File: src/rtl/pv2byp_muldiv_issue_unit.sv
// pv2byp_muldiv_issue_unit
// Core-side initiator for the pipelined multiply/divide unit. Issues M-extension
// operations as val/rdy requests and remembers, in order, which destination and
// which half of the 64-bit response each outstanding operation needs. Responses
// are reduced to 32 bits and presented on a single registered writeback stage.
module pv2byp_muldiv_issue_unit #(
    parameter int DEPTH = 4,
    parameter int DESTW = 5
) (
    input  logic                       clk,
    input  logic                       reset,

    input  logic                       op_val,
    output logic                       op_rdy,
    input  logic [2:0]                 op_code,
    input  logic [31:0]                op_a,
    input  logic [31:0]                op_b,
    input  logic [DESTW-1:0]           op_dest,

    output logic                       muldivreq_val,
    input  logic                       muldivreq_rdy,
    output logic [2:0]                 muldivreq_msg_fn,
    output logic [31:0]                muldivreq_msg_a,
    output logic [31:0]                muldivreq_msg_b,

    input  logic                       muldivresp_val,
    output logic                       muldivresp_rdy,
    input  logic [63:0]                muldivresp_msg_result,

    output logic                       wb_val,
    input  logic                       wb_rdy,
    output logic [DESTW-1:0]           wb_dest,
    output logic [31:0]                wb_data,

    output logic [$clog2(DEPTH+1)-1:0] inflight,
    output logic                       err
);

    localparam int PTRW = (DEPTH > 1) ? $clog2(DEPTH) : 1;
    localparam int CNTW = $clog2(DEPTH + 1);
    localparam logic [CNTW-1:0] FULL_COUNT = CNTW'(DEPTH);

    // Core-side operation encodings; 6 and 7 fall through to MUL.
    typedef enum logic [2:0] {
        OP_MUL  = 3'd0,
        OP_MULH = 3'd1,
        OP_DIV  = 3'd2,
        OP_DIVU = 3'd3,
        OP_REM  = 3'd4,
        OP_REMU = 3'd5
    } op_code_e;

    // Responder function encodings.
    typedef enum logic [2:0] {
        FN_MUL  = 3'd0,
        FN_DIV  = 3'd1,
        FN_DIVU = 3'd2,
        FN_REM  = 3'd3,
        FN_REMU = 3'd4
    } fn_e;

    logic [DESTW-1:0] tag_dest [DEPTH];
    logic             tag_hi   [DEPTH];
    logic [PTRW-1:0]  wr_ptr;
    logic [PTRW-1:0]  rd_ptr;

    logic full;
    logic push;
    logic resp_fire;
    logic pop;
    logic stray;
    logic op_sel_hi;
    fn_e  op_fn;

    // Issue handshake: the op and the request fire together, gated by the registered count.
    always_comb begin
        full             = (inflight == FULL_COUNT);
        muldivreq_val    = op_val && !full;
        op_rdy           = muldivreq_rdy && !full;
        push             = op_val && op_rdy;
        muldivreq_msg_a  = op_a;
        muldivreq_msg_b  = op_b;
        muldivreq_msg_fn = op_fn;
    end

    // Translate the core opcode into a responder function and pick the result half.
    always_comb begin
        op_fn     = FN_MUL;
        op_sel_hi = 1'b0;
        case (op_code)
            OP_MULH: begin op_fn = FN_MUL;  op_sel_hi = 1'b1; end
            OP_DIV:  begin op_fn = FN_DIV;  op_sel_hi = 1'b0; end
            OP_DIVU: begin op_fn = FN_DIVU; op_sel_hi = 1'b0; end
            OP_REM:  begin op_fn = FN_REM;  op_sel_hi = 1'b1; end
            OP_REMU: begin op_fn = FN_REMU; op_sel_hi = 1'b1; end
            default: begin op_fn = FN_MUL;  op_sel_hi = 1'b0; end
        endcase
    end

    // Response acceptance: one writeback register, free when empty or draining this cycle.
    always_comb begin
        muldivresp_rdy = !wb_val || wb_rdy;
        resp_fire      = muldivresp_val && muldivresp_rdy;
        pop            = resp_fire && (inflight != '0);
        stray          = resp_fire && (inflight == '0);
    end

    // Tag storage needs no reset; entries are only read behind a nonzero count.
    always_ff @(posedge clk) begin
        if (push) begin
            tag_dest[wr_ptr] <= op_dest;
            tag_hi[wr_ptr]   <= op_sel_hi;
        end
    end

    // Circular pointers advance on push/pop and wrap naturally at the power-of-two depth.
    always_ff @(posedge clk or negedge reset) begin
        if (!reset) begin
            wr_ptr <= '0;
            rd_ptr <= '0;
        end else begin
            if (push) wr_ptr <= wr_ptr + PTRW'(1);
            if (pop)  rd_ptr <= rd_ptr + PTRW'(1);
        end
    end

    // Outstanding count; a simultaneous push and pop leaves it unchanged.
    always_ff @(posedge clk or negedge reset) begin
        if (!reset) begin
            inflight <= '0;
        end else if (push && !pop) begin
            inflight <= inflight + CNTW'(1);
        end else if (pop && !push) begin
            inflight <= inflight - CNTW'(1);
        end
    end

    // Writeback register loads the selected half of a matched response, else drains.
    always_ff @(posedge clk or negedge reset) begin
        if (!reset) begin
            wb_val  <= 1'b0;
            wb_dest <= '0;
            wb_data <= '0;
        end else if (pop) begin
            wb_val  <= 1'b1;
            wb_dest <= tag_dest[rd_ptr];
            wb_data <= tag_hi[rd_ptr] ? muldivresp_msg_result[63:32]
                                      : muldivresp_msg_result[31:0];
        end else if (wb_val && wb_rdy) begin
            wb_val  <= 1'b0;
        end
    end

    // Sticky flag for a response that arrives with nothing outstanding.
    always_ff @(posedge clk or negedge reset) begin
        if (!reset) begin
            err <= 1'b0;
        end else if (stray) begin
            err <= 1'b1;
        end
    end

endmodule

File: config.mk
export PLATFORM = sky130hd
export DESIGN_NAME = pv2byp_muldiv_issue_unit
export DESIGN_NICKNAME = d
export VERILOG_FILES = /design/src/rtl/pv2byp_muldiv_issue_unit.sv
export SDC_FILE = /design/constraint.sdc
export NUM_CORES = 1
export LEC_CHECK = 0
export ABC_AREA = 1
export CORE_MARGIN = 2
export CORE_UTILIZATION = 23
export DETAILED_ROUTE_END_ITERATION = 16
export DONT_BUFFER_PORTS = 1
export HOLD_SLACK_MARGIN = 0.06
export PLACE_DENSITY = 0.44
export SLEW_MARGIN = 20
export SYNTH_ARGS = -nofsm -noshare
export SYNTH_HDL_FRONTEND = slang
export SYNTH_SLANG_ARGS = --single-unit
File: constraint.sdc
create_clock -name clk -period 4.7 [get_ports clk]
set_input_delay 0.235 -clock clk [delete_from_list [all_inputs] [get_ports clk]]
set_output_delay 0.235 -clock clk [all_outputs]
set_load 0.01 [all_outputs]
==> results of run 1 <==
power breakdown:
group,total (mW),internal [mW],switching (mW)
Sequential,1.13,0.853,0.279
Clock,0.715,0.460,0.255
Combinational,0.784,0.247,0.537
flip-flops by register name, indices dropped and copies added (netlist names):
register	count
wb_val	1
inflight	3
rd_ptr	2
tag_dest	20
err	1
wb_dest	5
wr_ptr	2
tag_hi	4
wb_data	32
synth_stat cells:
cell type / instances
sky130_fd_sc_hd__xnor2_1: 1
sky130_fd_sc_hd__a21oi_1: 4
sky130_fd_sc_hd__ha_1: 5
sky130_fd_sc_hd__fa_1: 1
sky130_fd_sc_hd__xor2_1: 2
sky130_fd_sc_hd__buf_6: 4
sky130_fd_sc_hd__dfrtp_1: 46
sky130_fd_sc_hd__clkbuf_1: 4
sky130_fd_sc_hd__buf_4: 66
sky130_fd_sc_hd__nand3_1: 67
sky130_fd_sc_hd__nor2_1: 27
sky130_fd_sc_hd__nand2_2: 1
sky130_fd_sc_hd__nand3_2: 3
sky130_fd_sc_hd__inv_2: 2
sky130_fd_sc_hd__inv_1: 83
sky130_fd_sc_hd__buf_2: 10
sky130_fd_sc_hd__o21ai_1: 5
sky130_fd_sc_hd__o21ai_0: 14
sky130_fd_sc_hd__o21bai_1: 1
sky130_fd_sc_hd__edfxtp_1: 24
sky130_fd_sc_hd__nand2_1: 123
path summary, 6_finish.rpt:
check	end	slack, ns	cells after the start
max reg2reg	wb_data[0]	1.67	7
min	wb_data[26]	0.11	4
max in group asynchronous	wb_data[8]	4.05	2
max	wb_data[0]	1.67	7
min reg2reg	wb_data[14]	0.55	2
min in group asynchronous	wb_data[23]	0.42	2
tightest hold or removal path, delay by kind of cell:
family        cells  cell delay [ns]
buf+inv           1             0.03
simple gates      3             0.13
routing by layer:
layer	vias up	GRT usage, %	part of all wire [%]
met2	114	19.3	51
met4	0	6.08	4.0
met3	36	4.56	8.7
met1	1274	12.2	36
met5	-	0	0
li1	1311	-	-
layout make-up:
cell class                      count  area, µm²  area share (%)
Multi-Input combinational cell    254       1170            28.8
Sequential cell                    70       1870            46.3
Inverter                           85        319            7.89
Tap cell                          220        275            6.81
Clock buffer                        9        225            5.57
Timing Repair Buffer                8       97.6            2.41
Clock inverter                      7       88.8            2.20
cells by family (layout without fill, tap and decap cells):
family | count (synthesis) | in the layout | share of synthesized area [%]
buf+inv | 169 | 109 | 23.3
simple gates | 221 | 221 | 23.6
fa+ha+maj | 6 | 6 | 2.08
flops | 70 | 70 | 47.2
xor+xnor | 3 | 3 | 0.663
compound gates | 24 | 24 | 3.09
through the flow:
stage	setup slack, ns	total power, mW	util [%]
finish	1.67	2.63	24.2
global route	1.39	2.85	24.2
CTS	1.60	2.69	24.2
detailed placement	1.62	1.93	21.7
global placement	1.67	1.91	21.7
floorplan	2.71	1.79	-
==> metrics.json, run 1 <==
{
  "finalHoldViolCount": {"value": 0},
  "quantity_of_gates_resized_following_cts": {"value": 0},
  "grt_pass1_vias": {"value": 2660},
  "floorplan.rows": {"value": 47},
  "synthDominantAreaCellType": {"value": "sky130_fd_sc_hd__dfrtp_1"},
  "final_cell_mix": {"value": "123 x sky130_fd_sc_hd__nand2_1, 83 x sky130_fd_sc_hd__inv_1, 67 x sky130_fd_sc_hd__nand3_1"},
  "core_region_area": {"value": 0.0167, "unit": "mm²"},
  "groute.usage.overall": {"value": 11.4, "unit": "%"},
  "period_minus_slack": {"value": 3.03, "unit": "ns"},
  "port_buffers": {"value": 0},
  "worstSetupPathType": {"value": "flop to flop"},
  "design.die.area": {"value": 0.0183, "unit": "mm²"},
  "power.ir.vdd_worst": {"value": 212, "unit": "µV"},
  "cp_slowest_stage_delay": {"value": 0.88, "unit": "ns"},
  "yosysSeqAreaShare": {"value": 47.2, "unit": "%"},
  "synth_area_leaders": {"value": "sky130_fd_sc_hd__dfrtp_1 29%, sky130_fd_sc_hd__edfxtp_1 18%, sky130_fd_sc_hd__buf_4 13%, sky130_fd_sc_hd__nand2_1 12%, sky130_fd_sc_hd__nand3_1 8.5%"},
  "post-place-cells": {"value": 629},
  "synth_nets": {"value": 641},
  "finClkSkew": {"value": 0.00544, "unit": "ns"},
  "setup-violations-final": {"value": 0},
  "setup.worst_path.start": {"value": "rd_ptr[0]"},
  "cts_made_buffers": {"value": 9},
  "critical_path.cell_chain": {"value": "inv_2 > nand2_1 > nand3_2 > nand2_2 > nand2_1 > nand3_1 > nand2_1"},
  "firstDrtPassIters": {"value": 4},
  "synth_top_area_share": {"value": 29.0, "unit": "%"},
  "areaGrowthSynthToFinish": {"value": 2.05, "unit": "%"},
  "detail-route-antenna-nets": {"value": 0},
  "clock_sink_count": {"value": 70},
  "drt-wirelength-per-cell": {"value": 16.1, "unit": "µm"},
  "grt.overflow.total": {"value": 0},
  "cp_buf_inv_count": {"value": 1},
  "max_cap_violations": {"value": 0},
  "yosys.cell_types.count": {"value": 21},
  "final_layout_size_suffix_gt1_share": {"value": 5.08, "unit": "%"},
  "nNetsFinal": {"value": 576},
  "start_kind": {"value": "flop"},
  "cp.required": {"value": 4.91, "unit": "ns"},
  "rsz0062_at_grt": {"value": "false"},
  "vias": {"value": 2735},
  "worst_hold_slack": {"value": 0.110, "unit": "ns"},
  "io_pins": {"value": 254},
  "gpl.final_weighted_congestion": {"value": 0.763},
  "ctsLongestPathBuffers": {"value": 2},
  "grt_first_pass_wirelength": {"value": 15400, "unit": "µm"},
  "cp-end-kind": {"value": "flop"},
  "horizontal_die_dimension": {"value": 135, "unit": "µm"},
  "cts.root.buffer_cell": {"value": "sky130_fd_sc_hd__clkbuf_16"},
  "final-max-slew-violation-count": {"value": 0},
  "grt_start_max_net_pins": {"value": 47},
  "hold_path.startpoint": {"value": "muldivresp_msg_result[26]"},
  "clk_transition_reported_paths": {"value": 0.06, "unit": "ns"},
  "timing.max_slew.rel_slack": {"value": 39.1, "unit": "%"},
  "flop_and_latch_count_out_of_synthesis": {"value": 70},
  "syn_avg_cell_area": {"value": 8.04, "unit": "µm²"},
  "status": {"value": "finished, final reports clean"},
  "placement.cell_area": {"value": 0.00363, "unit": "mm²"},
  "timing.fmax": {"value": 330, "unit": "MHz"},
  "postCtsHoldBufs": {"value": 8},
  "diodes": {"value": 0},
  "drc": {"value": 0},
  "antenna_found_initial": {"value": 0},
  "arrival": {"value": 3.24, "unit": "ns"},
  "initial_core_util": {"value": 23.7, "unit": "%"},
  "power_leakage": {"value": 2.03, "unit": "nW"},
  "filler_cell_count": {"value": 1859},
  "layoutNonFillerInstCount": {"value": 653},
  "die_height": {"value": 135, "unit": "µm"},
  "hpwl": {"value": 7560, "unit": "µm"},
  "worst-slew-pin-transition": {"value": 0.913, "unit": "ns"},
  "cpLargestDelayFamily": {"value": "simple AND/OR/NAND/NOR gates"},
  "timing.hold.worst.class": {"value": "input port to flop"},
  "power_per_cell_area": {"value": 651, "unit": "mW/mm²"},
  "cp_slowest_cell": {"value": "sky130_fd_sc_hd__nand2_2"},
  "yosysWarnings": {"value": 0},
  "setup_total_negative_slack": {"value": 0, "unit": "ns"},
  "final_common_cell": {"value": "sky130_fd_sc_hd__nand2_1"},
  "detail_route.iter0.violations": {"value": 155},
  "detail_route.wirelength": {"value": 10500, "unit": "µm"},
  "period_share": {"value": 64.4, "unit": "%"},
  "worst_r2r_startpoint": {"value": "rd_ptr[0]"},
  "synthCells": {"value": 493},
  "postLayoutCellArea": {"value": 0.00404, "unit": "mm²"},
  "insertion_delay": {"value": 0.33, "unit": "ns"},
  "synth_area": {"value": 0.00396, "unit": "mm²"},
  "avgViaCountPerCell": {"value": 4.19},
  "tritoncts": {"value": "yes"},
  "htree_num_levels": {"value": 3},
  "post-cts-setup-buffer-count": {"value": 0},
  "crit_path_frequent_cell": {"value": "sky130_fd_sc_hd__nand2_1"},
  "critical_path_peak_fanout": {"value": 33}
}
(Power assumes the default switching activity.)
==> run 2, diff against run 1 <==
Settings changed: ABC_AREA 1 to 0.
Clock period 4.7 ns to 3 ns, I/O delays scaled along.
==> metrics.json, run 2 <==
{
  "status": {"value": "finished, final reports clean"},
  "detail-route-antenna-nets": {"value": 0, "change": "unchanged"},
  "synth_nets": {"value": 409, "change": "-36%"},
  "timing.fmax": {"value": 420, "unit": "MHz", "change": "+27%"},
  "power_per_cell_area": {"value": 1030, "unit": "mW/mm²", "change": "+58%"},
  "die_height": {"value": 132, "unit": "µm", "change": "-2.2%"},
  "vias": {"value": 1739, "change": "-36%"},
  "arrival": {"value": 2.60, "unit": "ns", "change": "-0.64 ns"},
  "cp_slowest_stage_delay": {"value": 0.51, "unit": "ns", "change": "-0.37 ns"},
  "worst-slew-pin-transition": {"value": 0.527, "unit": "ns", "change": "-0.386 ns"},
  "ctsLongestPathBuffers": {"value": 2, "change": "unchanged"},
  "final_layout_size_suffix_gt1_share": {"value": 43.3, "unit": "%", "change": "+38 points"},
  "areaGrowthSynthToFinish": {"value": 4.23, "unit": "%"},
  "cp_slowest_cell": {"value": "sky130_fd_sc_hd__or3b_2"},
  "finalHoldViolCount": {"value": 0, "change": "unchanged"},
  "yosysMostFrequentCell": {"value": "sky130_fd_sc_hd__buf_4"},
  "detail_route.wirelength": {"value": 7240, "unit": "µm", "change": "-31%"},
  "start_kind": {"value": "flop"},
  "nNetsFinal": {"value": 358, "change": "-38%"},
  "critical_path.cell_chain": {"value": "or3b_2 > and3_1 > ha_1 > inv_1 > fa_1 > mux2_2"},
  "final_cell_mix": {"value": "46 x sky130_fd_sc_hd__dfrtp_1, 40 x sky130_fd_sc_hd__mux2_2, 31 x sky130_fd_sc_hd__mux2_4"},
  "horizontal_die_dimension": {"value": 132, "unit": "µm", "change": "-2.2%"},
  "yosysWarnings": {"value": 0, "change": "unchanged"},
  "async_reset_ff_share": {"value": 65.7, "unit": "%", "change": "unchanged"},
  "synth_top_flop_cell": {"value": "sky130_fd_sc_hd__dfrtp_1"},
  "htree_num_levels": {"value": 3, "change": "unchanged"},
  "cts_made_buffers": {"value": 9, "change": "unchanged"},
  "synth_area": {"value": 0.00378, "unit": "mm²", "change": "-4.5%"},
  "cp-end-kind": {"value": "flop"},
  "period_share": {"value": 79.3, "unit": "%", "change": "+15 points"},
  "gpl.final_weighted_congestion": {"value": 0.666, "change": "-13%"},
  "power_leakage": {"value": 1.58, "unit": "nW", "change": "-22%"},
  "synth.top_cells.by_count": {"value": "64 x sky130_fd_sc_hd__buf_4, 46 x sky130_fd_sc_hd__dfrtp_1, 40 x sky130_fd_sc_hd__mux2_2, 31 x sky130_fd_sc_hd__mux2_4, 24 x sky130_fd_sc_hd__edfxtp_1"},
  "grt_first_pass_wirelength": {"value": 11200, "unit": "µm", "change": "-27%"},
  "drc": {"value": 0, "change": "unchanged"},
  "yosysSeqAreaShare": {"value": 49.5, "unit": "%", "change": "+2.3 points"},
  "syn_avg_cell_area": {"value": 14.5, "unit": "µm²", "change": "+80%"},
  "finClkSkew": {"value": 0.00658, "unit": "ns", "change": "+0.00114 ns"},
  "avgViaCountPerCell": {"value": 4.03, "change": "-3.7%"},
  "synth-edff-count": {"value": 24, "change": "unchanged"},
  "flop_and_latch_count_out_of_synthesis": {"value": 70, "change": "unchanged"},
  "clk_transition_reported_paths": {"value": 0.06, "unit": "ns", "change": "about the same"},
  "timing.hold.worst.class": {"value": "input port to flop"},
  "clock_sink_count": {"value": 70, "change": "unchanged"},
  "hpwl": {"value": 4960, "unit": "µm", "change": "-34%"},
  "setup-violations-final": {"value": 0, "change": "unchanged"},
  "critical_path_peak_fanout": {"value": 7, "change": "-79%"},
  "top_registers": {"value": "wb_data x32, tag_dest x20, wb_dest x5"},
  "synthCells": {"value": 261, "change": "-47%"},
  "grt.overflow.total": {"value": 0, "change": "unchanged"},
  "rsz0062_at_grt": {"value": "false"},
  "largest_register_ffs": {"value": 32, "change": "unchanged"},
  "final_common_cell": {"value": "sky130_fd_sc_hd__dfrtp_1"},
  "drt-wirelength-per-cell": {"value": 16.8, "unit": "µm", "change": "+4.2%"},
  "p_total": {"value": 4.05, "unit": "mW", "change": "+54%"},
  "max_flop_register": {"value": "wb_data"},
  "final-max-slew-violation-count": {"value": 0, "change": "unchanged"},
  "period_minus_slack": {"value": 2.38, "unit": "ns", "change": "-0.649 ns"},
  "initial_core_util": {"value": 23.6, "unit": "%", "change": "-0.087 points"},
  "max_cap_violations": {"value": 0, "change": "unchanged"},
  "port_buffers": {"value": 0, "change": "unchanged"},
  "insertion_delay": {"value": 0.33, "unit": "ns", "change": "about the same"},
  "cp.required": {"value": 3.22, "unit": "ns", "change": "-1.69 ns"},
  "worstSetupPathType": {"value": "flop to flop"},
  "setup_total_negative_slack": {"value": 0, "unit": "ns", "change": "unchanged"},
  "detail_route.iter0.violations": {"value": 99, "change": "-36%"},
  "core_region_area": {"value": 0.0160, "unit": "mm²", "change": "-4.2%"},
  "power.ir.vdd_worst": {"value": 346, "unit": "µV", "change": "+63%"},
  "tritoncts": {"value": "yes"},
  "cpLargestDelayFamily": {"value": "simple AND/OR/NAND/NOR gates"},
  "grt_pass1_vias": {"value": 1902, "change": "-28%"},
  "diodes": {"value": 0, "change": "unchanged"},
  "grt_start_max_net_pins": {"value": 47, "change": "unchanged"},
  "cts.root.buffer_cell": {"value": "sky130_fd_sc_hd__clkbuf_16"},
  "synth_area_leaders": {"value": "sky130_fd_sc_hd__dfrtp_1 30%, sky130_fd_sc_hd__edfxtp_1 19%, sky130_fd_sc_hd__buf_4 13%, sky130_fd_sc_hd__mux2_4 12%, sky130_fd_sc_hd__mux2_2 12%"},
  "worst_hold_slack": {"value": 0.0865, "unit": "ns", "change": "-0.0236 ns"},
  "synthDominantAreaCellType": {"value": "sky130_fd_sc_hd__dfrtp_1"},
  "io_pins": {"value": 254, "change": "unchanged"},
  "design.die.area": {"value": 0.0175, "unit": "mm²", "change": "-4.4%"},
  "antenna_found_initial": {"value": 0, "change": "unchanged"},
  "cp_buf_inv_count": {"value": 1, "change": "unchanged"},
  "firstDrtPassIters": {"value": 4, "change": "unchanged"},
  "synth_top_area_share": {"value": 30.4, "unit": "%", "change": "+1.4 points"},
  "quantity_of_gates_resized_following_cts": {"value": 0, "change": "unchanged"},
  "timing.max_slew.rel_slack": {"value": 64.9, "unit": "%", "change": "+26 points"},
  "floorplan.rows": {"value": 46, "change": "-2.1%"},
  "groute.usage.overall": {"value": 8.63, "unit": "%", "change": "-2.8 points"},
  "yosys.cell_types.count": {"value": 26, "change": "+24%"}
}
-- run 2: cell types whose count changed in the layout (fill, tap and decap cells not counted), moves of 23 or more --
cell / before / now
sky130_fd_sc_hd__inv_1: 83 / 5
sky130_fd_sc_hd__mux2_4: 0 / 31
sky130_fd_sc_hd__mux2_2: 0 / 40
sky130_fd_sc_hd__nand3_1: 67 / 0
sky130_fd_sc_hd__nor2_1: 27 / 4
sky130_fd_sc_hd__nand2_1: 123 / 2
-- run 2: area by class of cell --
| type | count | area (µm²) |
|---|---|---|
| clock buffer | 9 | 225 |
| clock inverter | 7 | 72.6 |
| fill | 1704 | 12100 |
| inverter | 5 | 18.8 |
| multi-input combinational | 112 | 1340 |
| sequential | 70 | 1870 |
| tap | 216 | 270 |
| timing repair buffer | 12 | 143 |
-- run 2: stage by stage --
stage | instances | setup WS (ns) | utilization, % | cell area, µm²
3_3_place_gp | 406 | 0.649 | 22.1 | 3540
4_1_cts | 431 | 0.595 | 24.6 | 3940
5_1_grt | 431 | 0.479 | 24.6 | 3940
3_5_place_dp | 406 | 0.611 | 22.1 | 3540
6_report | 431 | 0.621 | 24.6 | 3940
2_1_floorplan | 261 | 0.457 | - | 3780
-- run 2: power by group --
group	internal, mW	switching, mW
clock network	0.646	0.424
registers	1.35	0.410
logic	0.753	0.472
-- run 2: cell families (layout without fill, tap and decap cells) --
kind of cell	Yosys count	count (layout)	share of synthesized area, %
AOI/OAI and AO/OA	2	2	0.331
buffers and inverters	79	33	15.1
DFF	70	70	49.5
muxes	78	78	28.5
xor gates and xnor gates	6	6	1.39
and+or+nand+nor	20	20	2.98
adders and majority gates	6	6	2.18
-- run 2: what timing repair did --
action                    4_1_cts  5_1_grt
hold endpoints to repair       72        0
buffers inserted                0        0
hold buffers                    9        0
-- run 2: metal layers --
metal  track usage, %  vias up  routed length, µm
li1                 -      747                  -
met1             8.88      855               2760
met2             13.5      109               3480
met3             5.77       28                795
met4             4.24        0                203
met5                0        -                  0
-- run 2: worst paths after layout --
check	start	to	slack, ns	cells after the start
worst max-delay path	inflight[0]	inflight[1]	0.62	6
worst min-delay path	muldivresp_msg_result[36]	wb_data[4]	0.09	2
worst max register to register	inflight[0]	inflight[1]	0.62	6
worst min register to register	wr_ptr[1]	wr_ptr[1]	0.57	1
max in group asynchronous	reset	wb_data[21]	2.44	2
min in group asynchronous	reset	wb_data[31]	0.33	2
==> run 3, diff against run 2 <==
Settings changed: ABC_AREA 0 to 1.
Clock period 3 ns to 2.5 ns, I/O delays scaled along.
==> metrics.json, run 3 (synthesized netlist as in run 1, its figures left out) <==
{
  "net-switching-power": {"value": 2.09, "unit": "mW", "change": "+60%"},
  "design.die.area": {"value": 0.0183, "unit": "mm²", "change": "+4.6%"},
  "grt_pass1_vias": {"value": 3239, "change": "+70%"},
  "cp.required": {"value": 2.73, "unit": "ns", "change": "-0.49 ns"},
  "switching_power_share_of_the_total": {"value": 39.9, "unit": "%", "change": "+7.7 points"},
  "detail_route.iter0.violations": {"value": 152, "change": "+54%"},
  "placement.cell_area": {"value": 0.00371, "unit": "mm²", "change": "+5.0%"},
  "firstDrtPassIters": {"value": 6, "change": "+2"},
  "internal-power": {"value": 3.15, "unit": "mW", "change": "+15%"},
  "arrival": {"value": 2.47, "unit": "ns", "change": "-0.13 ns"},
  "crit_path_frequent_cell": {"value": "sky130_fd_sc_hd__nand2_1"},
  "cts.root.buffer_cell": {"value": "sky130_fd_sc_hd__clkbuf_16"},
  "grt.overflow.total": {"value": 0, "change": "unchanged"},
  "power_frac_seq": {"value": 39.7, "unit": "%", "change": "-3.7 points"},
  "vias": {"value": 3087, "change": "+78%"},
  "tritoncts": {"value": "yes"},
  "post-place-cells": {"value": 638, "change": "+57%"},
  "max_flop_register": {"value": "wb_data"},
  "antenna_found_initial": {"value": 0, "change": "unchanged"},
  "setup_slack": {"value": 0.263, "unit": "ns", "change": "-0.358 ns"},
  "diodes": {"value": 0, "change": "unchanged"},
  "max_cap_violations": {"value": 0, "change": "unchanged"},
  "top_registers": {"value": "wb_data x32, tag_dest x20, wb_dest x5"},
  "worst-slew-pin-transition": {"value": 0.758, "unit": "ns", "change": "+0.231 ns"},
  "final_cell_mix": {"value": "123 x sky130_fd_sc_hd__nand2_1, 83 x sky130_fd_sc_hd__inv_1, 72 x sky130_fd_sc_hd__dlygate4sd3_1"},
  "insertion_delay": {"value": 0.34, "unit": "ns", "change": "about the same"},
  "die_height": {"value": 135, "unit": "µm", "change": "+2.3%"},
  "ctsLongestPathBuffers": {"value": 2, "change": "unchanged"},
  "postLayoutCellArea": {"value": 0.00475, "unit": "mm²", "change": "+21%"},
  "grt_start_max_net_pins": {"value": 47, "change": "unchanged"},
  "setup_total_negative_slack": {"value": 0, "unit": "ns", "change": "unchanged"},
  "status": {"value": "finished, final reports clean"},
  "final_common_cell": {"value": "sky130_fd_sc_hd__nand2_1"},
  "start_kind": {"value": "flop"},
  "avgViaCountPerCell": {"value": 4.25, "change": "+5.2%"},
  "critical_path_peak_fanout": {"value": 20, "change": "+13"},
  "final_layout_size_suffix_gt1_share": {"value": 5.92, "unit": "%", "change": "-37 points"},
  "finClkSkew": {"value": 0.00703, "unit": "ns", "change": "+0.000450 ns"},
  "finalHoldViolCount": {"value": 0, "change": "unchanged"},
  "timing.hold.worst.class": {"value": "input port to flop"},
  "areaGrowthSynthToFinish": {"value": 19.9, "unit": "%"},
  "detail_route.wirelength": {"value": 11200, "unit": "µm", "change": "+55%"},
  "largest_register_ffs": {"value": 32, "change": "unchanged"},
  "io_pins": {"value": 254, "change": "unchanged"},
  "initial_core_util": {"value": 23.7, "unit": "%", "change": "+0.087 points"},
  "timing.max_slew.rel_slack": {"value": 49.4, "unit": "%", "change": "-15 points"},
  "cts_made_buffers": {"value": 9, "change": "unchanged"},
  "clk_transition_reported_paths": {"value": 0.06, "unit": "ns", "change": "about the same"},
  "nNetsFinal": {"value": 650, "change": "+82%"},
  "period_share": {"value": 89.5, "unit": "%", "change": "+10 points"},
  "setup-violations-final": {"value": 0, "change": "unchanged"},
  "groute.usage.overall": {"value": 12.4, "unit": "%", "change": "+3.8 points"},
  "port_buffers": {"value": 0, "change": "unchanged"},
  "cpLargestDelayFamily": {"value": "buffers and inverters"},
  "clockPowerShare": {"value": 24.3, "unit": "%", "change": "-2.1 points"},
  "drt-wirelength-per-cell": {"value": 15.4, "unit": "µm", "change": "-8.3%"},
  "drc": {"value": 0, "change": "unchanged"},
  "layoutNonFillerInstCount": {"value": 727, "change": "+69%"},
  "worst_hold_slack": {"value": 0.0995, "unit": "ns", "change": "+0.0130 ns"},
  "horizontal_die_dimension": {"value": 135, "unit": "µm", "change": "+2.3%"},
  "cp_buf_inv_count": {"value": 3, "change": "+2"},
  "gpl.final_weighted_congestion": {"value": 0.753, "change": "+13%"},
  "htree_num_levels": {"value": 3, "change": "unchanged"},
  "floorplan.rows": {"value": 47, "change": "+2.2%"},
  "clock_sink_count": {"value": 70, "change": "unchanged"},
  "power_leakage": {"value": 2.29, "unit": "nW", "change": "+45%"},
  "cp_slowest_cell": {"value": "sky130_fd_sc_hd__dlygate4sd3_1"},
  "power_per_cell_area": {"value": 1100, "unit": "mW/mm²", "change": "+7.3%"},
  "final-max-slew-violation-count": {"value": 0, "change": "unchanged"},
  "post-cts-setup-buffer-count": {"value": 0, "change": "unchanged"},
  "detail-route-antenna-nets": {"value": 0, "change": "unchanged"},
  "dpl_worst_slack": {"value": 0.337, "unit": "ns", "change": "-0.274 ns"},
  "grt_first_pass_wirelength": {"value": 17100, "unit": "µm", "change": "+52%"},
  "core_region_area": {"value": 0.0167, "unit": "mm²", "change": "+4.4%"},
  "cp_slowest_stage_delay": {"value": 0.56, "unit": "ns", "change": "+0.05 ns"},
  "rsz0062_at_grt": {"value": "false"},
  "period_minus_slack": {"value": 2.24, "unit": "ns", "change": "-0.142 ns"},
  "cp-end-kind": {"value": "flop"},
  "critical_path.cell_chain": {"value": "inv_1 > nand3_2 > nand2_2 > buf_12 > nand2_1 > nand3_1 > dlygate4sd3_1 > nand2_1"},
  "power.combinational.fraction": {"value": 36.0, "unit": "%", "change": "+5.8 points"},
  "timing.fmax": {"value": 447, "unit": "MHz", "change": "+6.3%"},
  "worstSetupPathType": {"value": "flop to flop"},
  "power.ir.vdd_worst": {"value": 448, "unit": "µV", "change": "+30%"},
  "hpwl": {"value": 7530, "unit": "µm", "change": "+52%"}
}
[run 3: cell count changes in the layout (fill, tap and decap cells not counted), sizes merged, moves of 19 or more]
cell	delta
nand2	+122
inv	+78
nand3	+70
o21ai	+19
dlygate4sd3	+64
nor2	+23
mux2	-71
[run 3: cell type report]
class	instances	area, µm²
multi-input combinational	254	1170
clock inverter	6	62.6
sequential	70	1870
inverter	85	319
fill	1837	11900
tap	220	275
clock buffer	10	229
timing repair buffer	82	828
[run 3: stage by stage]
step / power, mW / utilization (%)
4_1_cts: 5.35 / 28.5
3_5_place_dp: 3.72 / 22.2
5_1_grt: 5.68 / 28.5
3_3_place_gp: 3.68 / 22.2
2_1_floorplan: 3.36 / -
6_report: 5.24 / 28.5
[run 3: worst paths after layout]
| path | start | endpoint | slack [ns] | depth (start not counted) |
|---|---|---|---|---|
| max in group asynchronous | reset | wb_data[21] | 1.92 | 2 |
| max reg2reg | rd_ptr[1] | wb_data[1] | 0.26 | 8 |
| max | rd_ptr[1] | wb_data[1] | 0.26 | 8 |
| min in group asynchronous | reset | wb_dest[3] | 0.36 | 2 |
| min reg2reg | wb_dest[1] | wb_dest[1] | 0.55 | 2 |
| min | wb_rdy | wb_val | 0.1 | 3 |
[run 3: power groups by stage]
stage	combinational (mW)	clock [mW]	sequential, mW
CTS	1.92	1.33	2.10
global placement	1.56	0	2.11
global route	2.19	1.36	2.14
floorplan	1.37	0	1.99
detailed placement	1.61	0	2.11
finish	1.89	1.27	2.08
[run 3: worst register-to-register path: stages (launching register included)]
cell and delay [ns]:
sky130_fd_sc_hd__dfrtp_1 0.40, sky130_fd_sc_hd__inv_1 0.32, sky130_fd_sc_hd__nand3_2 0.14, sky130_fd_sc_hd__nand2_2 0.30, sky130_fd_sc_hd__buf_12 0.21, sky130_fd_sc_hd__nand2_1 0.08, sky130_fd_sc_hd__nand3_1 0.07, sky130_fd_sc_hd__dlygate4sd3_1 0.56
sky130_fd_sc_hd__nand2_1 0.05
[run 3: routing by layer]
| metal | vias up | GRT usage, % | wire length (µm) |
|---|---|---|---|
| met5 | - | 0 | 0 |
| met4 | 0 | 7.47 | 470 |
| met3 | 38 | 3.03 | 847 |
| met2 | 115 | 22.1 | 5930 |
| met1 | 1474 | 13.3 | 3950 |
| li1 | 1460 | - | - |
[run 3: timing repair]
| action | CTS | global route |
|---|---|---|
| resized for setup | 0 | 0 |
| hold buffers | 73 | 0 |
| endpoints found under the hold margin | 103 | 0 |
